`src/rtl/sw_debounce.sv`:
```
// sw_debounce: per-bit two-flop synchronizer and counter-based debouncer
// with registered rise/fall pulses and an any-change flag.
module sw_debounce #(
   parameter int WIDTH           = 8,
   parameter int DEBOUNCE_CYCLES = 16
) (
   input  logic             clk,
   input  logic             rst_n,
   input  logic [WIDTH-1:0] sw_raw,
   output logic [WIDTH-1:0] sw_db,
   output logic [WIDTH-1:0] sw_rise,
   output logic [WIDTH-1:0] sw_fall,
   output logic             sw_changed
);
   localparam int CW = $clog2(DEBOUNCE_CYCLES);
   localparam logic [CW-1:0] TERM = CW'(DEBOUNCE_CYCLES - 1);

   logic [WIDTH-1:0] sync1, sync2, hit;
   logic [CW-1:0]    cnt [WIDTH];

   // hit marks bits whose new level has persisted long enough to be accepted
   always_comb begin
      hit = '0;
      for (int i = 0; i < WIDTH; i++)
         hit[i] = (sync2[i] != sw_db[i]) && (cnt[i] == TERM);
   end

   always_ff @(posedge clk or negedge rst_n) begin
      if (!rst_n) begin
         sync1      <= '0;
         sync2      <= '0;
         sw_db      <= '0;
         sw_rise    <= '0;
         sw_fall    <= '0;
         sw_changed <= 1'b0;
         for (int i = 0; i < WIDTH; i++)
            cnt[i] <= '0;
      end else begin
         sync1      <= sw_raw;
         sync2      <= sync1;
         sw_db      <= sw_db ^ hit;
         sw_rise    <= hit & sync2;
         sw_fall    <= hit & ~sync2;
         sw_changed <= |hit;
         for (int i = 0; i < WIDTH; i++)
            cnt[i] <= (sync2[i] == sw_db[i] || hit[i]) ? '0 : cnt[i] + 1'b1;
      end
   end
endmodule

```
`config.mk`:
```
export PLATFORM = sky130hd
export DESIGN_NAME = sw_debounce
export DESIGN_NICKNAME = d
export VERILOG_FILES = /design/src/rtl/sw_debounce.sv
export SDC_FILE = /design/constraint.sdc
export NUM_CORES = 1
export LEC_CHECK = 0
export BUFFER_PORTS_ARGS = -buffer_cell sky130_fd_sc_hd__buf_2
export CORE_MARGIN = 5
export CORE_UTILIZATION = 46
export DETAILED_ROUTE_END_ITERATION = 7
export GPL_TIMING_DRIVEN = 0
export PLACE_DENSITY = 0.64
export SYNTH_ARGS = -nofsm -noshare
export SYNTH_HDL_FRONTEND = slang
export SYNTH_SLANG_ARGS = --single-unit
```
`constraint.sdc`:
```
create_clock -name clk -period 2.59 [get_ports clk]
set_input_delay 0.6475 -clock clk [delete_from_list [all_inputs] [get_ports clk]]
set_output_delay 0.6475 -clock clk [all_outputs]
set_load 0.02 [all_outputs]
```
======== Yosys cells after proc, flatten, opt, wreduce, memory -nomap -nowiden ========
Index checks and enable logic that the tools add are counted.
operators by class
  order comparisons ....................... 0
  $add $sub $neg .......................... 8
  equality and inequality tests ........... 24
  div/mod/pow operators ................... 0
  multipliers ............................. 0
  shifts and indexed selects .............. 0
  reductions and logical operators ........ 17
  multiplexer cells ....................... 8
  bitwise logic cells ..................... 4
operators with widths
  operator             number
  $add 4x1->4 const B  8
  $eq 4x4->1 const B   8
  $mux 4               8
  $and 8x8->8          2
  $eq 1x1->1           8
  $logic_and 1x1->1    8
  $logic_or 1x1->1     8
  $ne 1x1->1           8
  $not 8->8            1
  $reduce_or 8->1      1
  $xor 8x8->8          1
word-level totals
  bits in latches ......................... 0
  flip-flop bits (word level) ............. 73
  memory bits (read-only) ................. 0
  bits in writable memories ............... 0
  memories ................................ 0
  output and inout port bits .............. 25

======== Logic depth before layout (Yosys ltp) ========
  depth after elaboration ................. 4
  depth in mapped cells ................... 4

======== Least setup slack after synthesis ========
Ideal clock, no wire load.
  path type ............................... register -> register
  from .................................... register cnt[0] (netlist bit)
  to ...................................... register sw_changed
  stages on the path, launching flop included .. 5
  library setup time ...................... 138 ps
  slack ................................... 1,136 ps
  path buffers ............................ 0
  arrival ................................. 1,316 ps
  cells stage by stage .................... dfrtp_1 > ha_1 > nand3_1 > o22ai_1 > or4_1
on the way
  word-level cells in the longest chain between the ends .. 3
ends and longest elaborated chain
  element                          RTL line  text
  start, declared                  19        logic [CW-1:0] cnt [WIDTH];
  start signal, assigned by index  46        cnt[i] <= (sync2[i] == sw_db[i] || hit[i]) ? '0 : cnt[i] + 1'b1;
  $eq 4x4->1                       25        hit[i] = (sync2[i] != sw_db[i]) && (cnt[i] == TERM);
  $logic_and 1x1->1                25
  $reduce_or 8->1                  44        sw_changed <= |hit;
  end signal, assigned             44
  end, declared                    13        output logic sw_changed
No other way between the ends.

==> metrics.yaml <==
timing:
  skew_ns: 0.00652
  setup_viol: 0
  fin_tns_setup_ns: 0
  finalHoldViolCount: 0
  slew_headroom_pct: 42.1
  drv_slew: 0
  tightest_slew_ns: 0.868
  hold_slack_ns: 0.350
  fin_crit_ns: 1.63
  fmax_ghz: 0.614
  rsz0062_at_grt: "false"
  finalCritPeriodShare_pct: 62.9
power:
  pwr-share-comb_pct: 4.5
  peakVddDrop_mv: 0.420
  p_int_uw: 1680
  pwr-share-seq_pct: 55.2
  clkPwrFrac_pct: 40.3
  p_sw_share_pct: 23.8
  powerDensity_nw_per_um2: 701
  p_leak_uw: 0.00156
  switchingPower_uw: 522
cts:
  cts_setup_buffers: 0
  cts_tree: "done"
  cts_resized: 0
  numClockSinks: 73
  cts_hold_buf: 0
  h-tree-depth: 3
  clk_path_buf_depth: 2
  clk_latency_ns: 0.34
  cts_root_buf: "clkbuf_8"
  cts.reportedPaths.clkPinSlew_ns: 0.08
  cts-buffers-inserted: 9
worst_setup_path:
  crit_required_ns: 1.94
  worst-path-max-fanout: 5
  ff2ff_setup_slack_ns: 0.99
  slowest_delay_ns: 0.44
  rr_worst_depth: 4
  worst-path-buf-inv: 1
  startpoint_type: "register"
  timing.critical_path.cells: "buf_2"
  worst_setup_path_end_kind: "output pin"
  timing.rr.start: "cnt[0]"
  arrival_ns: 0.98
  crit_family: "flip-flops"
  critPathKind: "reg -> out"
  reg2reg_to: "sw_changed"
  crit_slowest_cell: "dfrtp_1"
route:
  drt_pass1_iterations: 4
  vias: 1535
  wl_per_cell_um: 12.4
  drc_errors: 0
  drt_iter0_drc: 67
  viasPerCell: 4.80
  detail-route-antenna-nets: 0
  wl_mm: 3.97
die:
  coreArea_um2: 5570
  die_area_um2: 7430
  start_util_pct: 47.9
  fp.dieH_um: 86.2
  num_rows: 27
  boundaryPins: 35
  die_w_um: 86.2
synth:
  synth_top_cell_area_share_pct: 68.4
  ys_top_cells_by_area: "dfrtp_1 (68%), xnor2_1 (4.9%), nor2_1 (4.5%)"
  ys_types: 14
  mappedNetlistArea_um2: 2670
  yosys_warnings: 0
  syn_inst: 198
  synth_area_per_cell_um2: 13.5
  synth_top_area_cell: "dfrtp_1"
  ys_ff_latch: 73
  syn-num-nets: 216
  ys_seq_area_share_pct: 68.4
global_route:
  grt_pass1_wl_mm: 7.02
  grt_pass1_vias: 1578
  grt_overflow: 0
  grt_use_total_pct: 12.3
  antenna_found_initial: 0
  grt_max_degree: 74
final_layout:
  utilization_pct: 56.3
  finalNetCount: 261
  areaGrowthSynthToFinish_pct: 17.4
  fill_cells: 487
  drive_gt1_share_pct: 23.8
  regArea_um2: 1830
  multiInputGateArea_um2: 813
  antenna_cells: 0
placed_design:
  gp_congestion: 0.688
  numPortBuffers: 34
  hpwlAfterDp_mm: 2.69
hold_path:
  hp-class: "reg -> reg"
  hold_path_depth: 0
  holdPathEnd: "sync2[4]"
  hp-start: "sync1[4]"
run_status:
  run_status: "finished clean"
flow_run:
  cap_violations: 0
-- cell type report --
| class | count | share of cell area, % |
|---|---|---|
| sequential | 73 | 58.3 |
| multi-input combinational | 117 | 25.9 |
| timing repair buffer | 34 | 5.51 |
| clock buffer | 9 | 3.95 |
| tap | 72 | 2.87 |
| clock inverter | 7 | 2.51 |
| inverter | 8 | 0.958 |
-- cells in the mapped netlist --
master    instances
nor2_1           32
xnor2_2           1
xnor2_1          15
nand3_1          16
mux2_2            8
dfrtp_1          73
a31o_1            1
o22ai_1           4
nand2b_1          7
xor2_1            8
ha_1              8
nor3b_1          16
or4_1             1
inv_1             8
-- metrics by stage --
step                      instance area, µm²  cells  setup slack, ns  power, µW
after floorplan                         2670    198             1.14       1290
after global placement                  2930    304            0.450       1330
after detailed placement                2930    304            0.991       1340
after CTS                               3140    320            0.941       2230
after global routing                    3140    320            0.866       2310
final                                   3140    320            0.960       2200
-- worst max-delay path by stage --
stage	from	to	slack (ns)	cells after the start
after global placement	rst_n	sync1[7]	0.45	1
after global routing	cnt[28]	sw_changed	0.87	4
final	register	sw_db[3]	0.96	1
after detailed placement	cnt[0]	sw_changed	0.99	4
after floorplan	cnt[0]	sw_changed	1.14	4
after CTS	register	sw_db[3]	0.94	1
-- per-layer routing --
layer | up-vias | wire, µm | part of all wire [%] | GRT usage [%]
met1 | 750 | 1810 | 45 | 15.8
met5 | - | 0 | 0 | 0
met2 | 27 | 1840 | 46 | 18.1
li1 | 749 | - | - | -
met3 | 9 | 241 | 6.1 | 4.85
met4 | 0 | 80 | 2.0 | 5.95
-- power by group through the flow --
stage | registers [µW] | logic, µW | clock network [µW]
2_1_floorplan | 1230 | 63.4 | 0
4_1_cts | 1210 | 104 | 914
3_3_place_gp | 1230 | 100 | 0
3_5_place_dp | 1240 | 103 | 0
6_report | 1210 | 100 | 886
5_1_grt | 1220 | 121 | 973
-- kinds of logic after synthesis --
group / synth area share (%)
mux: 3.37
fa+ha+maj: 3.75
flops: 68.4
buf+inv: 1.12
xor+xnor: 8.15
compound gates: 1.27
simple gates: 13.9
-- placed cells by master, fill, tap and decap left out --
master	Yosys	final
dfrtp_1	73	73
buf_2	0	33
nor2_1	32	32
nand3_1	16	16
nor3b_1	16	16
xnor2_1	15	15
clkbuf_8	0	9
inv_1	8	8
xor2_1	8	8
mux2_2	8	8
ha_1	8	8
nand2b_1	7	7
o22ai_1	4	4
clkinvlp_4	0	3
inv_6	0	2
a31o_1	1	1
xnor2_2	1	1
or4_1	1	1
bufinv_16	0	1
clkinv_4	0	1
buf_4	0	1
No activity file was read; power rests on OpenSTA's default activity.
